==> config.mk <==
export PLATFORM = sky130hd
export DESIGN_NAME = pll_lock_supervisor
export DESIGN_NICKNAME = d
export VERILOG_FILES = /design/src/rtl/pll_lock_supervisor.sv
export SDC_FILE = /design/constraint.sdc
export NUM_CORES = 1
export LEC_CHECK = 0
export CAP_MARGIN = 10
export CORE_MARGIN = 3
export CORE_UTILIZATION = 43
export CTS_CLUSTER_DIAMETER = 200
export DETAILED_ROUTE_END_ITERATION = 10
export GPL_ROUTABILITY_DRIVEN = 0
export PLACE_DENSITY = 0.64
export SLEW_MARGIN = 40
export SYNTH_ARGS = -nofsm -noshare
export SYNTH_HDL_FRONTEND = slang
export SYNTH_SLANG_ARGS = --single-unit
==> constraint.sdc <==
create_clock -name clock_in -period 2.8 [get_ports clock_in]
set_input_delay 0.28 -clock clock_in [delete_from_list [all_inputs] [get_ports clock_in]]
set_output_delay 0.28 -clock clock_in [all_outputs]
set_load 0.01 [all_outputs]
==> src/rtl/pll_lock_supervisor.sv <==
// PLL reset sequencer and lock qualifier for the EHXPLLL.
// Runs on the free-running reference clock; reset_out is resynced by the consumer.
module pll_lock_supervisor #(
  parameter int RST_CYCLES    = 16,
  parameter int LOCK_TIMEOUT  = 65536,
  parameter int STABLE_CYCLES = 1024,
  parameter int MAX_RETRIES   = 8,
  parameter int COUNT_WIDTH   = 8
) (
  input  logic                   clock_in,
  input  logic                   reset,
  input  logic                   locked,
  input  logic                   relock_req,
  output logic                   pll_rst,
  output logic                   reset_out,
  output logic                   ready,
  output logic                   fault,
  output logic [2:0]             state,
  output logic [COUNT_WIDTH-1:0] retry_count,
  output logic [COUNT_WIDTH-1:0] lock_loss_count
);

  localparam int MAX_A = (RST_CYCLES > LOCK_TIMEOUT) ?
                         RST_CYCLES : LOCK_TIMEOUT;
  localparam int MAX_T = (MAX_A > STABLE_CYCLES) ?
                         MAX_A : STABLE_CYCLES;
  localparam int TW    = $clog2(MAX_T + 1);

  localparam logic [TW-1:0] T_RST = TW'(RST_CYCLES - 1);
  localparam logic [TW-1:0] T_LT  = TW'(LOCK_TIMEOUT - 1);
  localparam logic [TW-1:0] T_ST  = TW'(STABLE_CYCLES - 1);
  localparam logic [COUNT_WIDTH-1:0] CMAX = '1;

  typedef enum logic [2:0] {
    S_RESET_PLL = 3'd0,
    S_WAIT_LOCK = 3'd1,
    S_STABILIZE = 3'd2,
    S_RUN       = 3'd3,
    S_FAULT     = 3'd4
  } state_t;

  state_t                 st;
  state_t                 st_nx;
  logic [TW-1:0]          timer;
  logic                   tmr_clr;
  logic                   lk_meta;
  logic                   locked_s;
  logic [COUNT_WIDTH-1:0] retry_nx;
  logic [COUNT_WIDTH-1:0] loss_nx;
  logic [COUNT_WIDTH-1:0] retry_inc;
  logic [COUNT_WIDTH-1:0] loss_inc;

  always_ff @(posedge clock_in) begin
    if (reset) begin
      lk_meta  <= 1'b0;
      locked_s <= 1'b0;
    end else begin
      lk_meta  <= locked;
      locked_s <= lk_meta;
    end
  end

  always_ff @(posedge clock_in) begin
    if (reset) begin
      st              <= S_RESET_PLL;
      timer           <= '0;
      retry_count     <= '0;
      lock_loss_count <= '0;
    end else begin
      st              <= st_nx;
      timer           <= tmr_clr ? '0 : timer + 1'b1;
      retry_count     <= retry_nx;
      lock_loss_count <= loss_nx;
    end
  end

  assign retry_inc = (retry_count == CMAX) ?
                     retry_count : retry_count + 1'b1;
  assign loss_inc  = (lock_loss_count == CMAX) ?
                     lock_loss_count : lock_loss_count + 1'b1;

  always_comb begin
    st_nx    = st;
    retry_nx = retry_count;
    loss_nx  = lock_loss_count;
    tmr_clr  = 1'b0;
    if (relock_req) begin
      st_nx   = S_RESET_PLL;
      tmr_clr = 1'b1;
      if (st == S_FAULT) retry_nx = '0;
    end else begin
      unique case (st)
        S_RESET_PLL: begin
          if (timer == T_RST) st_nx = S_WAIT_LOCK;
        end
        S_WAIT_LOCK: begin
          if (locked_s) begin
            st_nx = S_STABILIZE;
          end else if (timer == T_LT) begin
            retry_nx = retry_inc;
            if (MAX_RETRIES != 0 &&
                32'(retry_inc) >= 32'(MAX_RETRIES))
              st_nx = S_FAULT;
            else
              st_nx = S_RESET_PLL;
          end
        end
        S_STABILIZE: begin
          if (!locked_s) begin
            st_nx = S_WAIT_LOCK;
          end else if (timer == T_ST) begin
            st_nx    = S_RUN;
            retry_nx = '0;
          end
        end
        S_RUN: begin
          if (!locked_s) begin
            st_nx   = S_RESET_PLL;
            loss_nx = loss_inc;
          end
        end
        S_FAULT: begin
          st_nx = S_FAULT;
        end
        default: begin
          st_nx = S_RESET_PLL;
        end
      endcase
    end
    // STABILIZE -> WAIT_LOCK also lands here, restarting the full timeout
    if (st_nx != st) tmr_clr = 1'b1;
  end

  always_comb begin
    pll_rst   = 1'b1;
    reset_out = 1'b1;
    ready     = 1'b0;
    fault     = 1'b0;
    unique case (st)
      S_WAIT_LOCK,
      S_STABILIZE: pll_rst = 1'b0;
      S_RUN: begin
        pll_rst   = 1'b0;
        reset_out = 1'b0;
        ready     = 1'b1;
      end
      S_FAULT: fault = 1'b1;
      default: ;
    endcase
  end

  assign state = st;

endmodule

==> out/qor.csv <==
metric,value,unit
synthesis-to-layout area growth,19.3,%
Num CTS Buffers,5,
routed wirelength normalized by instance count,13.1,um
final count of pins violating max slew,0,
result of the run,finished clean,
area of the mapped netlist,2060,um^2
overall die width,75.2,um
detailed-route DRC error count,0,
Placeable Area,4470,um^2
TritonCTS clock tree,yes,
pre-CTS setup slack,0.146,ns
CTS clock-pin slew for the worst setup and hold paths,0.07,ns
CP max FO,17,
n_diodes,0,
share of synthesized area spent on multiplexers,0.00487,
maximum clock skew at final layout,0.00572,ns
xor and xnor fraction of the mapped netlist area,0.0852,
"Primary FF master, synth",sky130_fd_sc_hd__dfxtp_1,
routed wire length on met3,140,um
final standard cell count with taps included and fillers excluded,336,
number of global-route vias before repair,1669,
Worst VDD drop,285,uV
"Req. time, crit path",2.98,ns
area of the die,5650,um^2
combinational power share,0.041,
average size of a mapped cell,8.00,um^2
leakage power,0.894,nW
switching part of the total power,0.222,
combinational family with the most area after synthesis,simple AND/OR/NAND/NOR gates,
worst-case hold slack,0.444,ns
Die H,75.2,um
Post-Place Cells,329,
count of routing violations after the opening detailed-route iteration,110,
path type of the worst setup path,reg -> reg,
syn nets,265,
gr ovfl total,0,
post-synthesis cell count,257,
Met2 Wirelength,2070,um
sequential group share of total power,0.586,
TritonRoute pass-1 iters,5,
top-level port count,27,
Root Buffer Master,sky130_fd_sc_hd__clkbuf_8,
postcts setup bufs,0,
wl on met1,2140,um
worst setup margin,0.258,ns
Initial Util,0.460,
Worst-Margin Slew,0.545,ns
Avg Vias per Cell,5.44,
type of element capturing the critical path,flop,
nets@finish,292,
Max Fclk,0.393,GHz
Max transition margin,0.636,
part of the Yosys area used for sequential elements,0.370,
"top cells by area, synth","sky130_fd_sc_hd__dfxtp_1 (37%), sky130_fd_sc_hd__nand2_1 (6.0%), sky130_fd_sc_hd__nor2_1 (5.7%)",
top routing layer in use,met4,
fraction of layout instances using a drive strength above 1,0.0775,
placed wire-length estimate after detailed placement,3140,um
P per Cell Area,382,nW/um^2
number of synthesis warnings,0,
final design instance area without fill,2450,um^2
number of synthesized register bits,38,
"wirelength, routed",4410,um
global-route wire length before repair,7760,um
ys async rst share,0,
total negative setup slack,0,ns
Final Hold Fails,0,
share of Yosys cell area claimed by the top area cell type,0.370,
library cell occupying the most area in the post-synthesis netlist,sky130_fd_sc_hd__dfxtp_1,
count of maximum capacitance violations,0,
number of placement rows,24,
cell area after placement,2370,um^2
type of element launching the critical path,flop,
data arrival time of the critical path,2.72,ns
"top cells by count, synth","sky130_fd_sc_hd__dfxtp_1 (38), sky130_fd_sc_hd__nand2_1 (33), sky130_fd_sc_hd__nor2_1 (31), sky130_fd_sc_hd__nand3_1 (12), sky130_fd_sc_hd__nand4_1 (11)",
crit share post-route,0.908,
maximum number of pins on one net before global-route repair,21,
antenna-violating nets left,0,
total track usage,0.179,
total power after layout,937,uW
final setup fails,0,
# H-tree levels,2,
"Distinct cells, synth",46,
net load switching power,208,uW
proportion of power drawn by the clock network,0.373,
"synthesized-area fraction occupied by ao, oa, aoi and oai cells",0.144,
I/O Buffers,26,
number of vias after detailed routing,1829,
Hold/Removal Path Class,reg -> reg,
simple-gate area share of the yosys netlist,0.327,
count of hold buffers inserted by post-cts repair,0,
number of antenna violations at the first check in global routing,0,
"buffers from clock root to sink, at most",2,
top-count cell post-synth,sky130_fd_sc_hd__dfxtp_1,
Resized cells post-CTS,0,
setup repair after global routing missed its margin,no,
Post-Route Utilization,0.549,
Skew-Pair Late Insertion Delay,0.29,ns
sink count of the clock tree,38,
Tmin final,2.54,ns
internal power consumption,729,uW
fraction of the mapped netlist area in adder cells,0.0243,
number of synthesized flops with an enable pin,0,
## registers in the layout, summed over array words and instances (netlist names)
name             count
timer               17
lock_loss_count      8
retry_count          8
state                3
lk_meta              1
locked_s             1
## layer usage
| metal | up-vias | track usage |
|---|---|---|
| li1 | 960 | - |
| met1 | 833 | 0.241 |
| met4 | 0 | 0.0718 |
| met2 | 31 | 0.277 |
| met5 | - | 0 |
| met3 | 5 | 0.0414 |
## worst max-delay path, cell delays in order (launching register included)
cell	delay, ns
sky130_fd_sc_hd__dfxtp_1	0.37
sky130_fd_sc_hd__ha_1	0.20
sky130_fd_sc_hd__nand3_1	0.12
sky130_fd_sc_hd__nor4_2	0.35
sky130_fd_sc_hd__and3_1	0.21
sky130_fd_sc_hd__ha_1	0.21
sky130_fd_sc_hd__nor3b_1	0.06
sky130_fd_sc_hd__o21ai_0	0.19
sky130_fd_sc_hd__a21oi_1	0.14
sky130_fd_sc_hd__a221oi_4	0.32
sky130_fd_sc_hd__buf_6	0.20
sky130_fd_sc_hd__nor3b_1	0.06
## placed cells by master, fill, tap and decap left out, drive strengths merged, types with 6 or more instances in the layout
cell type	n
a211oi	6
a21oi	9
buf	6
clkdlybuf4s50	26
dfxtp	38
inv	8
nand2	33
nand3	12
nand4	11
nor2	31
nor3	9
nor3b	7
o21ai	8
xnor2	10
xor2	10
## power by group through the flow
| stage | combinational, mW | clock, mW | sequential, mW |
|---|---|---|---|
| after detailed placement | 0.0388 | 0 | 0.561 |
| after global placement | 0.0391 | 0 | 0.561 |
| after global routing | 0.0446 | 0.386 | 0.549 |
| after floorplan | 0.0236 | 0 | 0.561 |
| after CTS | 0.0390 | 0.366 | 0.549 |
| final | 0.0385 | 0.350 | 0.549 |
## cells by family after synthesis
logic type | count (synthesis)
compound gates | 41
xor+xnor | 20
fa+ha+maj | 4
simple gates | 133
mux | 1
buf+inv | 20
flops | 38
## final cells by class
| class | instances | area (um^2) |
|---|---|---|
| flip-flops and latches | 38 | 761 |
| repair buffers | 32 | 309 |
| clock inverters | 2 | 10.0 |
| inverters | 8 | 30.0 |
| fillers | 438 | 2020 |
| clock buffers | 5 | 68.8 |
| multi-input cells | 199 | 1210 |
| well taps | 52 | 65.1 |
## worst paths after layout
| path | from | end | slack [ns] | cells past startpoint |
|---|---|---|---|---|
| worst max-delay path | timer[0] | timer[15] | 0.26 | 11 |
| worst min-delay path | lk_meta | locked_s | 0.44 | 1 |
| worst max register to register | timer[0] | timer[15] | 0.26 | 11 |
| worst min register to register | lk_meta | locked_s | 0.44 | 1 |
Power figures use the tool's default switching activity.
